<file path="config.mk">
export PLATFORM = sky130hd
export DESIGN_NAME = regdump_tx_flat
export DESIGN_NICKNAME = d
export VERILOG_FILES = /design/src/rtl/regdump_tx_if.sv /design/src/rtl/regdump_tx.sv /design/src/flat_wrapper.sv
export SDC_FILE = /design/constraint.sdc
export NUM_CORES = 1
export LEC_CHECK = 0
export ABC_AREA = 1
export BUFFER_PORTS_ARGS = -buffer_cell sky130_fd_sc_hd__buf_2
export CORE_UTILIZATION = 60
export CTS_BUF_LIST = sky130_fd_sc_hd__clkbuf_8
export CTS_CLUSTER_DIAMETER = 150
export DETAILED_ROUTE_END_ITERATION = 8
export PLACE_DENSITY = 0.88
export SLEW_MARGIN = 10
export SYNTH_ARGS = -nofsm -noshare
export SYNTH_HDL_FRONTEND = slang
export SYNTH_SLANG_ARGS = --single-unit
</file>
<file path="constraint.sdc">
create_clock -name clock -period 2.4 [get_ports clock]
set_input_delay 0.24 -clock clock [delete_from_list [all_inputs] [get_ports clock]]
set_output_delay 0.24 -clock clock [all_outputs]
set_load 0.01 [all_outputs]
</file>
<file path="src/rtl/regdump_tx_if.sv">
// Readout bus between the register-dump transmitter and its surroundings:
// start request, register-file read port, serial line and status.
interface regdump_tx_if;
  logic       start;
  logic [1:0] rd_addr;
  logic [7:0] rd_data;
  logic       tx;
  logic       busy;
  logic       done;

  modport master (
    input  start,
    input  rd_data,
    output rd_addr,
    output tx,
    output busy,
    output done
  );

  modport slave (
    output start,
    output rd_data,
    input  rd_addr,
    input  tx,
    input  busy,
    input  done
  );
endinterface

</file>
<file path="src/rtl/regdump_tx.sv">
// Debug readout transmitter: on start, sends a sync byte then registers 0..3
// out a UART TX line (8N1, LSB first), reading them through a dedicated port.
module regdump_tx #(
  parameter int          CLKS_PER_BIT = 868,
  parameter logic [7:0]  SYNC_BYTE    = 8'hA5
) (
  input  logic         clock,
  input  logic         reset_n,
  regdump_tx_if.master bus
);

  localparam int             CW        = $clog2(CLKS_PER_BIT);
  localparam logic [CW-1:0]  BAUD_LAST = CW'(CLKS_PER_BIT - 1);

  typedef enum logic [2:0] {
    S_IDLE,
    S_LOAD,
    S_START,
    S_DATA,
    S_STOP
  } state_t;

  state_t        r_state, w_state_next;
  logic [2:0]    r_idx, w_idx_next;
  logic [2:0]    r_bit, w_bit_next;
  logic [CW-1:0] r_baud, w_baud_next;
  logic [7:0]    r_shift, w_shift_next;
  logic [1:0]    r_rd_addr, w_rd_addr_next;
  logic          r_tx, w_tx_next;
  logic          r_busy, w_busy_next;
  logic          r_done, w_done_next;
  logic          w_baud_end;

  assign w_baud_end  = (r_baud == BAUD_LAST);

  assign bus.rd_addr = r_rd_addr;
  assign bus.tx      = r_tx;
  assign bus.busy    = r_busy;
  assign bus.done    = r_done;

  always_ff @(posedge clock or negedge reset_n) begin
    if (!reset_n) begin
      r_state   <= S_IDLE;
      r_idx     <= '0;
      r_bit     <= '0;
      r_baud    <= '0;
      r_shift   <= '0;
      r_rd_addr <= '0;
      r_tx      <= 1'b1;
      r_busy    <= 1'b0;
      r_done    <= 1'b0;
    end else begin
      r_state   <= w_state_next;
      r_idx     <= w_idx_next;
      r_bit     <= w_bit_next;
      r_baud    <= w_baud_next;
      r_shift   <= w_shift_next;
      r_rd_addr <= w_rd_addr_next;
      r_tx      <= w_tx_next;
      r_busy    <= w_busy_next;
      r_done    <= w_done_next;
    end
  end

  // tx is computed one cycle ahead so the line itself comes straight from a flop.
  always_comb begin
    w_state_next   = r_state;
    w_idx_next     = r_idx;
    w_bit_next     = r_bit;
    w_baud_next    = r_baud;
    w_shift_next   = r_shift;
    w_rd_addr_next = r_rd_addr;
    w_tx_next      = r_tx;
    w_busy_next    = r_busy;
    w_done_next    = 1'b0;

    case (r_state)
      S_IDLE: begin
        w_tx_next = 1'b1;
        if (bus.start) begin
          w_state_next   = S_LOAD;
          w_idx_next     = '0;
          w_rd_addr_next = '0;
          w_busy_next    = 1'b1;
          w_baud_next    = '0;
          w_bit_next     = '0;
        end
      end

      S_LOAD: begin
        w_shift_next = (r_idx == 3'd0) ? SYNC_BYTE : bus.rd_data;
        w_baud_next  = '0;
        w_bit_next   = '0;
        w_tx_next    = 1'b0;
        w_state_next = S_START;
      end

      S_START: begin
        if (w_baud_end) begin
          w_baud_next  = '0;
          w_tx_next    = r_shift[0];
          w_state_next = S_DATA;
        end else begin
          w_baud_next = r_baud + CW'(1);
        end
      end

      S_DATA: begin
        if (w_baud_end) begin
          w_baud_next = '0;
          if (r_bit == 3'd7) begin
            w_tx_next    = 1'b1;
            w_state_next = S_STOP;
          end else begin
            w_shift_next = r_shift >> 1;
            w_bit_next   = r_bit + 3'd1;
            w_tx_next    = r_shift[1];
          end
        end else begin
          w_baud_next = r_baud + CW'(1);
        end
      end

      S_STOP: begin
        if (w_baud_end) begin
          w_baud_next = '0;
          // The new address is the register for the next byte (byte n reads reg n-1).
          if (r_idx != 3'd4) begin
            w_idx_next     = r_idx + 3'd1;
            w_rd_addr_next = r_idx[1:0];
            w_state_next   = S_LOAD;
          end else begin
            w_busy_next  = 1'b0;
            w_done_next  = 1'b1;
            w_state_next = S_IDLE;
          end
        end else begin
          w_baud_next = r_baud + CW'(1);
        end
      end

      default: begin
        w_state_next = S_IDLE;
        w_tx_next    = 1'b1;
        w_busy_next  = 1'b0;
      end
    endcase
  end

endmodule

</file>
<file path="src/flat_wrapper.sv">
// flat-port wrapper written by rule: the top's interface ports become plain ports
module regdump_tx_flat 
#(
  parameter int          CLKS_PER_BIT = 868,
  parameter logic [7:0]  SYNC_BYTE    = 8'hA5
)
  (clock, reset_n, bus_start, bus_rd_data, bus_rd_addr, bus_tx, bus_busy, bus_done);
  regdump_tx_if bus_i ();
  input  logic clock;
  input  logic reset_n;
  input wire logic [$bits(bus_i.start)-1:0] bus_start;
  input wire logic [$bits(bus_i.rd_data)-1:0] bus_rd_data;
  output wire logic [$bits(bus_i.rd_addr)-1:0] bus_rd_addr;
  output wire logic [$bits(bus_i.tx)-1:0] bus_tx;
  output wire logic [$bits(bus_i.busy)-1:0] bus_busy;
  output wire logic [$bits(bus_i.done)-1:0] bus_done;
  assign bus_i.start = bus_start;
  assign bus_i.rd_data = bus_rd_data;
  assign bus_rd_addr = bus_i.rd_addr;
  assign bus_tx = bus_i.tx;
  assign bus_busy = bus_i.busy;
  assign bus_done = bus_i.done;
  regdump_tx #(.CLKS_PER_BIT(CLKS_PER_BIT), .SYNC_BYTE(SYNC_BYTE)) u_core (.clock(clock), .reset_n(reset_n), .bus(bus_i));
endmodule
</file>
Word-level counts from Yosys, hierarchy flattened
Cells that the tools add are included.
{"block": "totals", "reg_bits": 32, "output_inout_bits": 5, "rom_bits": 0, "latchBits": 0, "ram_bits": 0, "mem_count": 0}
{"block": "classes", "shift": 0, "div_mod_pow": 0, "mul": 0, "add_sub_neg": 3, "muxes": 36, "bitwise": 2, "n_eq_ne": 15, "n_reduce_logical": 15, "n_lt_le_gt_ge": 0}
{"cell": "3-bit two-way mux", "count": 10}
{"cell": "10-bit case mux with 3 select lines", "count": 1}
{"cell": "8-bit two-way mux", "count": 3}
{"cell": "10-bit two-way mux", "count": 2}
{"cell": "8-bit case mux with 2 select lines", "count": 1}
{"cell": "3-bit case mux with 5 select lines", "count": 1}
{"cell": "4-bit AND reduction", "count": 3}
{"cell": "10-bit by 1-bit adder with 10-bit output, second input constant", "count": 1}
{"cell": "10-bit equality test, second input constant", "count": 1}
{"cell": "1-bit two-way mux", "count": 10}
{"cell": "2-bit by 1-bit inequality test with 1-bit output, second input constant", "count": 5}
{"cell": "3-bit case mux with 3 select lines", "count": 1}
{"cell": "3-bit by 1-bit adder with 3-bit output, second input constant", "count": 2}
{"cell": "3-bit by 2-bit equality test with 1-bit output, second input constant", "count": 2}
{"cell": "3-bit equality test, second input constant", "count": 2}
{"cell": "3-bit zero test", "count": 2}
{"cell": "2-bit two-way mux", "count": 3}
{"cell": "2-bit inequality test, second input constant", "count": 3}
{"cell": "3-bit case mux with 2 select lines", "count": 1}
{"cell": "3-bit AND reduction", "count": 2}
{"cell": "3-bit nonzero test", "count": 2}
{"cell": "3-bit OR reduction", "count": 2}
{"cell": "5-bit AND reduction", "count": 1}
{"cell": "1-bit case mux with 4 select lines", "count": 1}
{"cell": "7 further kinds", "count": 9}

Longest topological paths before layout
{"block": "depth", "ltp_word": 4, "mapped_depth": 9, "depth_no_buf": 9}

Worst setup path before layout
OpenSTA, ideal clock, no wires.
{"block": "synth_path", "kind": "reg2reg", "startpoint": "reg u_core.r_baud[0]", "endpoint": "reg u_core.r_rd_addr[0], in the netlist u_core.bus.rd_addr[0]", "t_arrival_ns": 1.368, "stages_incl_launch_ff": 9, "required_ns": 2.283, "path_slack_ns": 0.915, "path_cell_list": "dfrtp_1 -> ha_1 -> nand2_1 -> nor2_1 -> nand3_4 -> nand2_2 -> nand3_2 -> nand2_1 -> nand2_1"}
{"block": "synth_via", "elab_chain_len": 3}
{"item": "from (decl)", "line": "regdump_tx.sv:26", "text": "logic [CW-1:0] r_baud, w_baud_next;"}
{"item": "from (signal assigned)", "line": "regdump_tx.sv:56", "text": "r_baud <= w_baud_next;"}
{"item": "10-bit equality test", "line": "regdump_tx.sv:34", "text": "assign w_baud_end = (r_baud == BAUD_LAST);"}
{"item": "2-bit by 1-bit inequality test with 1-bit output (no line)"}
{"item": "4-bit AND reduction (no line)"}
{"item": "to (signal assigned)", "line": "regdump_tx.sv:58", "text": "r_rd_addr <= w_rd_addr_next;"}
{"item": "to (decl)", "line": "regdump_tx.sv:28", "text": "logic [1:0] r_rd_addr, w_rd_addr_next;"}
No other way between the ends.
A chain may end at the register's enable or synchronous reset.

Final worst setup path
{"block": "layout_path", "startpoint": "reg u_core.r_baud[0]", "endpoint": "reg u_core.r_state[0]"}
{"block": "layout_via", "elab_chain_len": 3}
{"item": "10-bit equality test *", "line": "regdump_tx.sv:34"}
{"item": "2-bit by 1-bit inequality test with 1-bit output (no line)"}
{"item": "5-bit AND reduction (no line) *"}
{"item": "to (signal assigned)", "line": "regdump_tx.sv:53", "text": "r_state <= w_state_next;"}
{"item": "to (decl)", "line": "regdump_tx.sv:23", "text": "state_t r_state, w_state_next;"}
Every way passes the cells marked *; elsewhere a longest branch is shown, timed or not.

==> impl_results.md <==
- Clock transition at path regs: 0.07 ns
- Synth-to-Final Area Change: 10.1%
- Vias: 1710
- Core Rows: 19
- Chip Height: 57.8 um
- Post-route ant nets: 0
- Synth Area per Inst: 7.37 sq um
- Setup-failing EPs final: 0
- CP Cell Sequence: ha_1 -> nand2_1 -> nor2_1 -> nand3_4 -> nand2_1 -> nand3_1 -> nand2_1 -> nand2_1
- Final core occ: 0.720
- Distinct cells, synth: 27
- Worst path bufs/invs: 0
- Global-route wire length before repair: 6570 um
- Setup TNS Final: 0 ns
- Clk Latency, worst-skew pair: 0.29 ns
- Seq cells post-synth: 32
- Largest area contributor in the netlist: dfrtp_1
- Slew HR: 0.539
- Final WL: 3750 um
- Drt via density: 5.61
- Worst setup path start: u_core.r_baud[0]
- Top-count cell post-synth: nand2_1
- Fin. Hold Viols: 15
- Fmax: 0.556 GHz
- WL/cell: 12.3 um
- Gr usage total: 0.262
- CTS tree: built
- Tightest Hold Check Type: in2async
- Die area: 0.00334 sq mm
- Clock Root Buffer: clkbuf_8
- Transition time of the tightest slew-check pin: 0.691 ns
- Post-CTS Setup Bufs: 0
- RSZ-0062 raised after global routing: false
- Crit Path Category: reg2reg
- Hold_ws: -0.0153 ns
- Layout cells sized above 1: 0.150
- Post-Synthesis Cell Area: 0.00187 sq mm
- Final GP Congestion: 0.864
- Critical path data arrival time: 1.97 ns
- Pin count of the biggest net entering global routing: 33
- Syn Nets: 269
- Max-cap violation count: 0
- LEAKAGE: 1.07 nW
- Nets: 289
- Hold_buf cts: 0
- Maximum VDD drop: 0.333 mV
- Final HPWL DP: 2710 um
- DRT Pass-1 Iters: 6
- Synth cell count leaders: nand2_1 (89), dfrtp_1 (31), nand3_1 (27), inv_1 (23), nor2_1 (18)
- Diode count: 0
- DRT iter0 DRCs: 71
- Tcrit/Tclk final: 0.750
- Startpoint types: register
- Top delay family on crit path: simple AND/OR/NAND/NOR gates
- Clock skew: 0.00774 ns
- Status: finished with violations
- Ys async rst share: 1.00
- Initial antenna violation count: 0
- Post-route minimum period: 1.80 ns
- Initial Utilization: 0.654
- Yosys warns: 0
- Clock Sinks: 32
- R2R Path Start: u_core.r_baud[0]
- H-tree Lvls: 2
- Reg-to-reg setup timing slack: 0.60 ns
- Tot Pwr: 0.979 mW
- Clock buffer depth: 2
- Cell count after synthesis: 253
- Die width: 57.8 um
- Vias in the first global route: 1590
- CP peak stage delay: 0.43 ns
- Power Dens Cells: 477 mW/mm^2
- Synth area leaders: dfrtp_1 (42%), nand2_1 (18%), nand3_1 (7.2%), inv_1 (4.6%), nand4_1 (4.4%)
- Core ar.: 0.00285 sq mm
- Port bufs: 15
- Worst path required time: 2.57 ns
- Failing checks: DRC, hold timing
- Final Max Tran Viols: 0
- CTS Buf Count: 5
- Post-synth top flop: dfrtp_1
- Cts repair resizes: 0
- Synth top area share: 0.416
- CP Capture Type: register
- Residual DRC: 1
- Number of synthesized flops with an enable pin: 0
- Worst r2r path cells: 8
- Slowest-stage cell, CP: dfrtp_1
- Global route overflow: 0
- End of the worst register-to-register path: u_core.r_state[0]
- CP dominant cell by count: nand2_1
- Post-synthesis sequential area ratio: 0.430
- I/O Pins: 16
- Worst Path Max Fanout: 10
==> where the power goes <==
part / switching, mW / total, mW / internal, mW
sequential: 0 / 0.540 / 0.540
clock: 0.197 / 0.422 / 0.225
combinational: 0.0121 / 0.0178 / 0.00574
total: 0.209 / 0.979 / 0.770
==> logic make-up after synthesis <==
| family | count (synthesis) | share of synthesized area |
|---|---|---|
| AOI/OAI and AO/OA | 24 | 0.0698 |
| buffers and inverters | 29 | 0.0651 |
| xor gates and xnor gates | 1 | 0.00470 |
| adders and majority gates | 5 | 0.0335 |
| DFF | 32 | 0.430 |
| and+or+nand+nor | 162 | 0.397 |
==> per-stage QoR <==
stage	setup slack (ns)	area [sq um]	cells	hold WS, ns
after floorplan	0.915	1870	253	-0.0556
after detailed placement	0.642	1960	297	0.322
after CTS	0.603	2050	305	0.00978
after global routing	0.409	2050	305	0.0487
after global placement	0.785	1960	297	0.323
final	0.600	2050	305	-0.0153
==> layer usage <==
layer,global-route usage,vias up,wire length (um)
li1,-,869,-
met3,0.0804,7,235
met5,0,-,0
met2,0.444,46,1810
met1,0.313,788,1660
met4,0.105,0,48
==> how the worst max path moves through the flow <==
stage                            endpoint  slack, ns  depth (start not counted)
global route            u_core.r_state[0]       0.41                          8
detailed placement  u_core.bus.rd_addr[0]       0.64                          8
floorplan           u_core.bus.rd_addr[0]       0.91                          8
finish                  u_core.r_state[0]       0.60                          8
CTS                     u_core.r_state[0]       0.60                          8
global placement    u_core.bus.rd_addr[1]       0.78                          8
==> state kept, by name, summed over array words and instances (netlist names) <==
register	count
u_core.r_bit	3
u_core.bus.rd_addr	2
u_core.bus.tx	1
u_core.r_idx	3
u_core.bus.busy	1
u_core.r_baud	10
u_core.r_shift	8
u_core.r_state	3
u_core.bus.done	1
==> cell type report <==
cell class	instances	area (sq um)
clock buffers	6	82.6
inverters	26	97.6
flip-flops and latches	32	802
multi-input cells	192	942
repair buffers	16	82.6
well taps	31	38.8
clock inverters	2	7.51
fillers	236	800
==> placed cells by master, fill, tap and decap left out <==
master	netlist	layout
inv_1	23	25
nand2_4	1	1
a21oi_2	2	2
dfrtp_1	31	31
o21ai_1	6	6
xnor2_1	1	1
buf_4	1	1
or2_2	1	1
inv_2	3	3
nor2_2	2	2
nand3_2	2	2
buf_2	1	15
nor3_1	1	1
clkbuf_8	0	6
nor2_4	1	1
o21ai_0	14	14
nand3b_1	1	1
a21oi_1	1	1
nand3_4	1	1
ha_1	5	5
nand4_1	13	13
nand3_1	27	27
nand2_2	5	5
nor2_1	18	18
o21bai_1	1	1
dfstp_2	1	1
nand2_1	89	89
Note: power is estimated with default switching activity, not from simulation.
